## src/rtl/if_pkg.sv

```systemverilog
// if_pkg: shared FSM encoding and fetch-address defaults for the instruction-fetch controller.
package if_pkg;
  typedef enum logic [1:0] {IDLE, FETCH, SQUASH, HOLD} if_state_e;
  localparam logic [31:0] IF_RESET_PC = 32'h0000_0000;
  localparam logic [31:0] IF_PC_INCR  = 32'd4;
endpackage

```

## src/rtl/if_ctrl.sv

```systemverilog
// if_ctrl: instruction-fetch stage; drives the I-mem request and loads the IF/ID register,
// handling stalls via a one-entry hold buffer and redirects via squash of in-flight fetches.
module if_ctrl
  import if_pkg::*;
#(
  parameter logic [31:0] RESET_PC = IF_RESET_PC,
  parameter logic [31:0] PC_INCR  = IF_PC_INCR
) (
  input  logic        clk_in,
  input  logic        n_rst_in,
  input  logic [31:0] pc_branch_in,
  input  logic        ctrl_pc_src_in,
  input  logic        stall_in,
  output logic        mem_req_out,
  output logic [31:0] mem_addr_out,
  input  logic        mem_ack_in,
  input  logic [31:0] mem_rdata_in,
  output logic [31:0] IFID_pc_out,
  output logic [31:0] IFID_ir_out,
  output logic        IFID_valid_out
);
  if_state_e   state_q, state_d;
  logic [31:0] pc_q, pc_d, tgt_q, tgt_d;
  logic [31:0] hold_pc_q, hold_pc_d, hold_ir_q, hold_ir_d;
  logic [31:0] ifid_pc_q, ifid_pc_d, ifid_ir_q, ifid_ir_d;
  logic        ifid_v_q, ifid_v_d;

  always_ff @(posedge clk_in or negedge n_rst_in)
    if (!n_rst_in) state_q <= IDLE;
    else           state_q <= state_d;

  always_comb begin
    state_d = state_q;
    case (state_q)
      IDLE:    state_d = FETCH;
      FETCH:   state_d = (ctrl_pc_src_in && !mem_ack_in) ? SQUASH :
                         (!ctrl_pc_src_in && mem_ack_in && stall_in) ? HOLD : FETCH;
      SQUASH:  state_d = mem_ack_in ? FETCH : SQUASH;
      HOLD:    state_d = (ctrl_pc_src_in || !stall_in) ? FETCH : HOLD;
      default: state_d = IDLE;
    endcase
  end

  always_comb begin
    mem_req_out    = (state_q == FETCH) || (state_q == SQUASH);
    mem_addr_out   = pc_q;
    IFID_pc_out    = ifid_pc_q;
    IFID_ir_out    = ifid_ir_q;
    IFID_valid_out = ifid_v_q;
  end

  always_ff @(posedge clk_in or negedge n_rst_in)
    if (!n_rst_in) begin
      pc_q      <= RESET_PC;
      tgt_q     <= '0;
      hold_pc_q <= '0;
      hold_ir_q <= '0;
      ifid_pc_q <= '0;
      ifid_ir_q <= '0;
      ifid_v_q  <= 1'b0;
    end else begin
      pc_q      <= pc_d;
      tgt_q     <= tgt_d;
      hold_pc_q <= hold_pc_d;
      hold_ir_q <= hold_ir_d;
      ifid_pc_q <= ifid_pc_d;
      ifid_ir_q <= ifid_ir_d;
      ifid_v_q  <= ifid_v_d;
    end

  // Redirect always wins over stall; a redirect without ack parks the target until the old request drains.
  always_comb begin
    pc_d      = pc_q;
    tgt_d     = tgt_q;
    hold_pc_d = hold_pc_q;
    hold_ir_d = hold_ir_q;
    ifid_pc_d = ifid_pc_q;
    ifid_ir_d = ifid_ir_q;
    ifid_v_d  = ifid_v_q;
    case (state_q)
      FETCH:
        if (ctrl_pc_src_in) begin
          ifid_v_d = 1'b0;
          if (mem_ack_in) pc_d = pc_branch_in;
          else            tgt_d = pc_branch_in;
        end else if (mem_ack_in && stall_in) begin
          hold_pc_d = pc_q;
          hold_ir_d = mem_rdata_in;
        end else if (mem_ack_in) begin
          ifid_pc_d = pc_q;
          ifid_ir_d = mem_rdata_in;
          ifid_v_d  = 1'b1;
          pc_d      = pc_q + PC_INCR;
        end
      SQUASH: begin
        if (ctrl_pc_src_in) tgt_d = pc_branch_in;
        if (mem_ack_in)     pc_d  = ctrl_pc_src_in ? pc_branch_in : tgt_q;
      end
      HOLD:
        if (ctrl_pc_src_in) begin
          ifid_v_d = 1'b0;
          pc_d     = pc_branch_in;
        end else if (!stall_in) begin
          ifid_pc_d = hold_pc_q;
          ifid_ir_d = hold_ir_q;
          ifid_v_d  = 1'b1;
          pc_d      = pc_q + PC_INCR;
        end
      default: ;
    endcase
  end
endmodule
```

## config.mk

```make
export PLATFORM = sky130hd
export DESIGN_NAME = if_ctrl
export DESIGN_NICKNAME = d
export VERILOG_FILES = /design/src/rtl/if_pkg.sv /design/src/rtl/if_ctrl.sv
export SDC_FILE = /design/constraint.sdc
export NUM_CORES = 1
export LEC_CHECK = 0
export BUFFER_PORTS_ARGS = -buffer_cell sky130_fd_sc_hd__buf_2
export CAP_MARGIN = 20
export CORE_MARGIN = 2
export CORE_UTILIZATION = 32
export CTS_BUF_LIST = sky130_fd_sc_hd__clkbuf_2
export DETAILED_ROUTE_END_ITERATION = 6
export SKIP_LAST_GASP = 1
export SYNTH_ARGS = -nofsm -noshare
export SYNTH_HDL_FRONTEND = slang
export SYNTH_SLANG_ARGS = --single-unit
```

## constraint.sdc

```tcl
create_clock -name clk_in -period 2.3 [get_ports clk_in]
set_clock_uncertainty 0.2 [all_clocks]
set_input_delay 0.46 -clock clk_in [delete_from_list [all_inputs] [get_ports clk_in]]
set_output_delay 0.46 -clock clk_in [all_outputs]
set_load 0.01 [all_outputs]
```

==> results.yml <==
status:
  outcome: "finished, violations left"
  violations: "setup timing"
place:
  pre_cts_ws_ns: -0.0121
  globalplace.congestion: 0.901
  io_buffer_count: 166
  dpl.hpwl_um: 16700
  placed_area_um2: 10600
final_layout:
  seqCellArea_um2: 4890
  final_nets: 1162
  multiInputGateArea_um2: 3860
  area_growth_syn_to_layout_pct: 32.9
  stdcell_area_um2: 11900
  drive_gt1_frac: 0.360
  nFillCells: 2692
route:
  drt-initial-drc-count: 457
  drtPass1Iterations: 5
  num_vias: 7159
  routedWlPerCell_um: 16.3
  wirelength_um: 24200
  drc_errors: 0
  viasPerCell: 4.84
  antenna_left: 0
synth:
  synth_common_cells: "195 x dfrtp_1, 102 x nand2_1, 101 x o21ai_0"
  synth_edf_count: 0
  synth.area.top_cells: "dfrtp_1 54%, mux2_2 12%, mux2i_1 7.5%, o21ai_0 5.6%, nand2_1 4.3%"
  ys_types: 51
  synth_top_area_share: 0.544
  avgSynthCellArea_um2: 11.1
  yosysSeqAreaShare: 0.544
  syn_area_um2: 8980
  yosysMostFrequentCell: "dfrtp_1"
  syn-num-nets: 882
  yosysWarnings: 0
  async_flop_share: 1.00
  yosysTopAreaCell: "dfrtp_1"
  synthCells: 808
  ys.flop_type: "dfrtp_1"
  ys_ff_latch: 195
clock_network:
  cts_tree: "built"
  cts_buffer_depth: 2
  cts_root_buffer: "clkbuf_2"
  clk_pin_slew_ns: 0.28
  cts_made_buffers: 17
  cts_htree_levels: 4
  insertion_delay_ns: 0.78
  clock-sinks: 195
die:
  die_area_um2: 29400
  fp.coreArea_um2: 27700
  fp.dieH_um: 171
  die_x_um: 171
  row_count: 61
  initial_core_util: 0.324
  ioPinCount: 167
power:
  p_leak_uw: 0.00535
  seqPwrFrac: 0.415
  switching_share: 0.379
  internal_power_uw: 9040
  clockPowerShare: 0.122
  p_switching_uw: 5510
  pwr-share-comb: 0.463
  vdd_drop_max_mv: 0.362
  power_density_nw_per_um2: 1220
timing:
  fmax_ghz: 0.430
  rsz0062_at_grt: "true"
  setup_viol: 3
  min_period_ns: 2.32
  hold_violations: 0
  slew_violations: 0
  fin_crit_sh: 1.01
  worst_slew_pin_slew_ns: 0.496
  fin_ws_ns: -0.0239
  slew_headroom: 0.669
critical_path:
  r2r_start: "state_q[0]"
  startpoint_type: "register"
  required_ns: 1.64
  cp-startpoint: "state_q[1]"
  r2r-end: "IFID_ir_out[5]"
  cp.arrival_ns: 1.66
  path_cells: "inv_2, ha_4, buf_6"
  crit_cells: 3
  rrSetupSlack_ns: -0.02
  slowest_stage: "dfrtp_1"
  worstSetupPathType: "reg -> out"
  endpoint_kind: "primary output"
  critPathBufInv: 2
  critical_path.max_stage_delay_ns: 0.46
  cp_top_family: "flip-flops"
  rr_worst_depth: 8
  crit_end: "mem_req_out"
  crit_fanout: 3
grt:
  grt_pass1_vias: 6857
  antenna_found_initial: 3
  overflow: 0
  grt_use_total: 0.166
  grt_max_degree: 59
  grt_pass1_wl_um: 37800
job:
  drv_cap: 0
min_path:
  hold_path.class: "in -> reg"
  whs_path_depth: 3
## power by group through the flow
stage | clock [uW] | sequential [uW] | combinational (uW)
after floorplan | 0 | 6470 | 3120
after global placement | 0 | 6040 | 6000
after detailed placement | 0 | 6110 | 6110
after CTS | 1870 | 6010 | 6310
after global routing | 2000 | 6280 | 7390
final | 1780 | 6040 | 6730
## cell type report
cell class,instances,area share
Antenna cell,3,0.000629
Clock buffer,17,0.00713
Clock inverter,13,0.0134
Inverter,11,0.00346
Multi-Input combinational cell,543,0.324
Sequential cell,195,0.410
Tap cell,378,0.0396
Timing Repair Buffer,320,0.202
## metrics by stage
step / hold slack (ns) / TNS (ns) / utilization / cells / power, uW
6_report: 0.235 / -0.0495 / 0.431 / 1480 / 14500
3_3_place_gp: 0.217 / 0 / 0.384 / 1352 / 12000
2_1_floorplan: -0.0356 / 0 / - / 808 / 9600
5_1_grt: 0.105 / -1.18 / 0.431 / 1480 / 15700
3_5_place_dp: 0.218 / -0.0121 / 0.384 / 1352 / 12200
4_1_cts: 0.135 / -0.125 / 0.420 / 1453 / 14200
## cell families after synthesis
family | Yosys count | share of synthesized area
flops | 195 | 0.544
simple gates | 187 | 0.0948
compound gates | 186 | 0.123
mux | 162 | 0.194
buf+inv | 70 | 0.0344
fa+ha+maj | 5 | 0.00697
xor+xnor | 3 | 0.00293
## registers in the layout (all words and copies together) (netlist names)
register / cells
hold_pc_q: 32
IFID_pc_out: 32
IFID_valid_out: 1
IFID_ir_out: 32
hold_ir_q: 32
mem_addr_out: 32
state_q: 2
tgt_q: 32
## per-layer routing
metal	part of all wire	global-route usage
met5	0	0
met2	0.46	0.262
met1	0.48	0.233
met3	0.052	0.0341
met4	0.011	0.0435
## layout by cell type, fill, tap and decap left out, types with 6 or more instances in the layout
master / n
nand2_1: 102
inv_1: 9
nand3_1: 15
a22oi_1: 11
nand4_1: 7
a21oi_1: 26
mux2i_1: 67
buf_6: 24
o21ai_0: 101
mux2_2: 95
dfrtp_1: 189
nor2_1: 24
dfrtp_2: 6
clkbuf_2: 17
buf_2: 158
and4_1: 6
buf_12: 11
a22o_1: 8
buf_4: 57
dlygate4sd3_1: 69
## repair_timing
action,4_1_cts,5_1_grt
buffers inserted,2,24
pin swaps,0,1
hold buffers,70,0
resized for setup,10,34
setup endpoints to repair,6,67
endpoints found under the hold margin,329,0
## worst min path at each step
stage	slack [ns]	to	startpoint
after global placement	0.22	IFID_ir_out[18]	n_rst_in
after detailed placement	0.22	IFID_ir_out[18]	n_rst_in
after global routing	0.10	hold_ir_q[2]	mem_rdata_in[2]
after floorplan	-0.04	IFID_ir_out[0]	n_rst_in
final	0.23	hold_ir_q[0]	mem_rdata_in[0]
after CTS	0.13	hold_ir_q[0]	mem_rdata_in[0]
## worst register-to-register path, cell delays in order, from the launching register on
cell and delay, ns:
dfrtp_1 0.43, buf_4 0.15, ha_1 0.32, buf_4 0.17
mux2_2 0.35, nand3_4 0.17, buf_4 0.25, nand2_1 0.10
o21ai_0 0.10
Note: power is estimated with default switching activity, not from simulation.
